<file path="src/rtl/control_pkg.sv">
// control_pkg: RV32I opcode, ALU, immediate, next-PC and operand-A encodings for the main decoder
package control_pkg;
  localparam logic [6:0] OP_R      = 7'b0110011;
  localparam logic [6:0] OP_I      = 7'b0010011;
  localparam logic [6:0] OP_LOAD   = 7'b0000011;
  localparam logic [6:0] OP_STORE  = 7'b0100011;
  localparam logic [6:0] OP_BRANCH = 7'b1100011;
  localparam logic [6:0] OP_JAL    = 7'b1101111;
  localparam logic [6:0] OP_JALR   = 7'b1100111;
  localparam logic [6:0] OP_LUI    = 7'b0110111;
  localparam logic [6:0] OP_AUIPC  = 7'b0010111;
  localparam logic [3:0] ALU_ADD  = 4'b0000;
  localparam logic [3:0] ALU_SUB  = 4'b0001;
  localparam logic [3:0] ALU_SLL  = 4'b0010;
  localparam logic [3:0] ALU_SLT  = 4'b0011;
  localparam logic [3:0] ALU_SLTU = 4'b0100;
  localparam logic [3:0] ALU_XOR  = 4'b0101;
  localparam logic [3:0] ALU_SRL  = 4'b0110;
  localparam logic [3:0] ALU_SRA  = 4'b0111;
  localparam logic [3:0] ALU_OR   = 4'b1000;
  localparam logic [3:0] ALU_AND  = 4'b1001;
  localparam logic [3:0] ALU_ADD4 = 4'b1011;
  localparam logic [1:0] IMM_I  = 2'b00;
  localparam logic [1:0] IMM_S  = 2'b01;
  localparam logic [1:0] IMM_BJ = 2'b10;
  localparam logic [1:0] IMM_U  = 2'b11;
  localparam logic [1:0] NS_PC4    = 2'b00;
  localparam logic [1:0] NS_BRANCH = 2'b01;
  localparam logic [1:0] NS_JAL    = 2'b10;
  localparam logic [1:0] NS_JALR   = 2'b11;
  localparam logic [1:0] OPA_RS1  = 2'b00;
  localparam logic [1:0] OPA_PC   = 2'b01;
  localparam logic [1:0] OPA_ZERO = 2'b10;
  typedef enum logic [2:0] {CLS_ADD, CLS_ADD4, CLS_R, CLS_I, CLS_BR} alu_cls_e;
  typedef struct packed {
    logic       reg_write;
    logic       branch;
    logic       store;
    logic       load;
    logic       mem_reg;
    logic       opB;
    logic [1:0] imm_sel;
    logic [1:0] next_sel;
    logic [1:0] opA;
  } ctrl_t;
  function automatic logic [3:0] base_alu(input logic [2:0] f3);
    case (f3)
      3'b000:  return ALU_ADD;
      3'b001:  return ALU_SLL;
      3'b010:  return ALU_SLT;
      3'b011:  return ALU_SLTU;
      3'b100:  return ALU_XOR;
      3'b101:  return ALU_SRL;
      3'b110:  return ALU_OR;
      default: return ALU_AND;
    endcase
  endfunction
endpackage

</file>
<file path="src/rtl/alu_decoder.sv">
// alu_decoder: maps opcode class, func3 and func7 to the ALU operation and flags unsupported ALU encodings
module alu_decoder
  import control_pkg::*;
(
  input  alu_cls_e   cls,
  input  logic [2:0] func3,
  input  logic       func7,
  output logic [3:0] alu_c,
  output logic       illegal_alu
);
  always_comb begin
    alu_c = ALU_ADD;
    illegal_alu = 1'b0;
    case (cls)
      CLS_ADD4: alu_c = ALU_ADD4;
      CLS_R: begin
        alu_c = (func3 == 3'b000 && func7) ? ALU_SUB :
                (func3 == 3'b101 && func7) ? ALU_SRA : base_alu(func3);
        illegal_alu = func7 && func3 != 3'b000 && func3 != 3'b101;
      end
      CLS_I: begin
        alu_c = (func3 == 3'b101 && func7) ? ALU_SRA : base_alu(func3);
        illegal_alu = func7 && func3 == 3'b001;
      end
      CLS_BR: begin
        alu_c = func3[2] ? (func3[1] ? ALU_SLTU : ALU_SLT) : ALU_SUB;
        illegal_alu = func3[2:1] == 2'b01;
      end
      default: alu_c = ALU_ADD;
    endcase
  end
endmodule

</file>
<file path="src/rtl/control_unit.sv">
// control_unit: RV32I main decoder producing datapath controls plus a sticky illegal-encoding flag
module control_unit
  import control_pkg::*;
(
  input  logic       clk,
  input  logic       rst_n,
  input  logic [6:0] opcode,
  input  logic [2:0] func3,
  input  logic       func7,
  output logic       reg_write,
  output logic       branch,
  output logic       store,
  output logic       load,
  output logic       mem_reg,
  output logic       opB,
  output logic [1:0] imm_sel,
  output logic [1:0] next_sel,
  output logic [1:0] opA,
  output logic [3:0] ALU_C,
  output logic       illegal,
  output logic       illegal_seen
);
  ctrl_t      c;
  ctrl_t      c_out;
  alu_cls_e   cls;
  logic       bad;
  logic       illegal_alu;
  logic [3:0] alu_c;
  logic       illegal_seen_d;
  logic       illegal_seen_q;
  alu_decoder u_alu_dec (
    .cls         (cls),
    .func3       (func3),
    .func7       (func7),
    .alu_c       (alu_c),
    .illegal_alu (illegal_alu)
  );
  always_comb begin
    c = '0;
    cls = CLS_ADD;
    bad = 1'b0;
    case (opcode)
      OP_R: begin
        c.reg_write = 1'b1;
        cls = CLS_R;
      end
      OP_I: begin
        c.reg_write = 1'b1;
        c.opB = 1'b1;
        cls = CLS_I;
      end
      OP_LOAD: begin
        c.reg_write = 1'b1;
        c.load = 1'b1;
        c.mem_reg = 1'b1;
        c.opB = 1'b1;
        bad = func3 == 3'b011 || func3[2:1] == 2'b11;
      end
      OP_STORE: begin
        c.store = 1'b1;
        c.opB = 1'b1;
        c.imm_sel = IMM_S;
        bad = func3 >= 3'b011;
      end
      OP_BRANCH: begin
        c.branch = 1'b1;
        c.next_sel = NS_BRANCH;
        c.imm_sel = IMM_BJ;
        cls = CLS_BR;
      end
      OP_JAL: begin
        c.reg_write = 1'b1;
        c.next_sel = NS_JAL;
        c.imm_sel = IMM_BJ;
        c.opA = OPA_PC;
        cls = CLS_ADD4;
      end
      OP_JALR: begin
        c.reg_write = 1'b1;
        c.next_sel = NS_JALR;
        c.opA = OPA_PC;
        cls = CLS_ADD4;
        bad = func3 != 3'b000;
      end
      OP_LUI: begin
        c.reg_write = 1'b1;
        c.opA = OPA_ZERO;
        c.opB = 1'b1;
        c.imm_sel = IMM_U;
      end
      OP_AUIPC: begin
        c.reg_write = 1'b1;
        c.opA = OPA_PC;
        c.opB = 1'b1;
        c.imm_sel = IMM_U;
      end
      default: bad = 1'b1;
    endcase
  end
  assign illegal = bad | illegal_alu;
  assign c_out = illegal ? '0 : c;
  assign {reg_write, branch, store, load, mem_reg, opB, imm_sel, next_sel, opA} = c_out;
  assign ALU_C = illegal ? ALU_ADD : alu_c;
  always_comb illegal_seen_d = illegal_seen_q | illegal;
  always_ff @(posedge clk) begin
    if (!rst_n) illegal_seen_q <= 1'b0;
    else        illegal_seen_q <= illegal_seen_d;
  end
  assign illegal_seen = illegal_seen_q;
endmodule

</file>
<file path="config.mk">
export PLATFORM = sky130hd
export DESIGN_NAME = control_unit
export DESIGN_NICKNAME = d
export VERILOG_FILES = /design/src/rtl/control_pkg.sv /design/src/rtl/alu_decoder.sv /design/src/rtl/control_unit.sv
export SDC_FILE = /design/constraint.sdc
export NUM_CORES = 1
export LEC_CHECK = 0
export ABC_AREA = 1
export CORE_MARGIN = 4
export CORE_UTILIZATION = 35
export DETAILED_ROUTE_END_ITERATION = 10
export PLACE_DENSITY_LB_ADDON = 0.1
export SLEW_MARGIN = 20
export SYNTH_ARGS = -nofsm -noshare
export SYNTH_HDL_FRONTEND = slang
export SYNTH_SLANG_ARGS = --single-unit
</file>
<file path="constraint.sdc">
create_clock -name clk -period 2 [get_ports clk]
set_input_delay 0.5 -clock clk [delete_from_list [all_inputs] [get_ports clk]]
set_output_delay 0.5 -clock clk [all_outputs]
set_load 0.005 [all_outputs]
</file>
==> flow_metrics.env <==
export IMPL_grt_pass1_vias=1108
export IMPL_critPathLaunchType="input pin"
export IMPL_synth_seq_cells=1
export IMPL_max_freq_mhz=435
export IMPL_hp_class="reg2reg"
export IMPL_post_route_util=0.921
export IMPL_r2r_start="illegal_seen"
export IMPL_cap_violations=0
export IMPL_drt_first_pass_iters=4
export IMPL_core_area_um2=1580
export IMPL_leakage_nw=0.725
export IMPL_num_io_pins=31
export IMPL_hold_depth=4
export IMPL_r2r_setup_slack_ps=1340
export IMPL_final_max_slew_viol_count=0
export IMPL_drtAntennaViolNets=0
export IMPL_min_period_ps=2300
export IMPL_period_share=1.15
export IMPL_critPathArrivalTime_ps=1800
export IMPL_hold_path_startpoint="illegal_seen"
export IMPL_hpwl_um=1630
export IMPL_grt_max_degree=7
export IMPL_power_density_nw_per_um2=152
export IMPL_criticalPathCategory="in2out"
export IMPL_layout_common_cells="23 x buf_4, 18 x nor2_4, 18 x buf_6"
export IMPL_synthCells=112
export IMPL_layout_commonest_cell="buf_4"
export IMPL_synth_cell_types=22
export IMPL_die_x_um=49.8
export IMPL_clkLatencyLatePin_ps=0
export IMPL_clk_pin_slew_ps=0
export IMPL_dr_first_iter_drc_count=52
export IMPL_crit_start="func3[0]"
export IMPL_cp_end_kind="primary output"
export IMPL_place_ws_ps=-1030
export IMPL_r2r_end="illegal_seen"
export IMPL_final_nets=191
export IMPL_vias=1124
export IMPL_synth_seq_area_share=0.0328
export IMPL_worstMarginPinSlew_ps=348
export IMPL_antenna_found_initial=0
export IMPL_grt_ovfl_total=0
export IMPL_skew_ps=0
export IMPL_synthToLayoutAreaGrowth_pct=138
export IMPL_fp_dieH_um=49.8
export IMPL_status="complete, but fails checks"
export IMPL_avgViaCountPerCell=5.85
export IMPL_syn_num_nets=125
export IMPL_grt_pass1_wl_um=5180
export IMPL_drive_gt1_frac=0.733
export IMPL_path_max_fanout=4
export IMPL_track_usage=0.263
export IMPL_num_rows=14
export IMPL_synth_area_um2=611
export IMPL_peakVddDrop_mv=0.124
export IMPL_port_buffers=30
export IMPL_rsz0062_at_grt="true"
export IMPL_antennaDiodeCount=0
export IMPL_detail_route_wl_per_cell_um=18.5
export IMPL_syn_area_per_cell_um2=5.45
export IMPL_ff2ff_path_depth=4
export IMPL_cts_hold_buf=0
export IMPL_worstPathRequired_ps=1500
export IMPL_worst_slack_ps=-300
export IMPL_largest_reg_flops=1
export IMPL_setup_viol=17
export IMPL_dieArea_um2=2480
export IMPL_slew_headroom=0.765
export IMPL_start_util=0.387
export IMPL_drc_errors=0
export IMPL_wl_um=3560
export IMPL_hold_viol=0
export IMPL_yosys_warnings=0
export IMPL_violations="setup timing"
export IMPL_place_gp_congestion=0.859
export IMPL_worstHoldEndpoint="illegal_seen"
[critical path, stage by stage]
cell and delay [ps]:
buf_2 140, nand2_2 90, inv_1 70, nor2_2 160
nor2_2 80, nor2_4 180, buf_4 150, nand4_1 140
o21ai_1 140, buf_2 140
[synthesized netlist by cell type]
library cell,instances,area share
nor2_2,7,0.072
nor2_1,17,0.10
dfxtp_1,1,0.033
nand2_2,6,0.061
nand2_1,22,0.14
nor3_1,3,0.025
nor2_4,5,0.092
o22ai_1,1,0.010
a21oi_1,6,0.049
a31oi_1,1,0.010
inv_2,5,0.031
buf_12,1,0.033
buf_4,1,0.012
inv_1,15,0.092
nor4_1,1,0.010
nand4_1,3,0.031
nand3_1,7,0.057
o21ai_0,4,0.033
a21oi_2,2,0.029
nand2_4,1,0.018
nand3_2,2,0.033
nand3_4,1,0.029
[per-stage QoR]
| step | area, um^2 | cells | hold WS [ps] | setup TNS (ps) | power, W |
|---|---|---|---|---|---|
| after detailed placement | 1060 | 176 | 553 | -16430 | 0.000136 |
| after CTS | 1340 | 193 | 556 | -2830 | 0.000187 |
| after floorplan | 621 | 112 | 533 | 0 | 0.0000752 |
| after global placement | 1060 | 176 | 555 | -16110 | 0.000134 |
| final | 1450 | 192 | 575 | -3970 | 0.000221 |
| after global routing | 1450 | 192 | 610 | -5210 | 0.000232 |
[final cells by class]
cell class              count  area, um^2
fillers                    59         124
repair buffers             65         554
well taps                  16        20.0
inverters                  20        92.6
flip-flops and latches      1        20.0
multi-input cells          90         766
[power breakdown]
group          internal, W  switching (W)
Clock                    0              0
Sequential       0.0000217    0.000000672
Combinational    0.0000922       0.000106
[layer usage]
layer  global-route usage  wire length [um]
met4               0.0691               244
met5                    0                 0
met3               0.0211               237
met1                0.316              1240
met2                0.493              1840
[what timing repair did]
action	CTS	global route
setup buffers	16	2
gates cloned	1	0
pin swaps	25	19
setup endpoints to repair	18	17
endpoints found under the hold margin	0	0
gates resized for setup	179	33
[logic make-up after synthesis]
logic type / Yosys count / share of synthesized area
AND/OR/NAND/NOR: 75 / 0.668
buffers and inverters: 22 / 0.168
flip-flops: 1 / 0.0328
AO/OA/AOI/OAI: 14 / 0.131
[worst max-delay path by stage]
stage	to	slack, ps	depth (start not counted)
3_3_place_gp	next_sel[0]	-1020	10
2_1_floorplan	mem_reg	10	11
3_5_place_dp	next_sel[0]	-1030	10
6_report	opA[0]	-300	10
4_1_cts	next_sel[0]	-220	12
5_1_grt	opA[0]	-370	10
No activity file was read; power rests on OpenSTA's default activity.
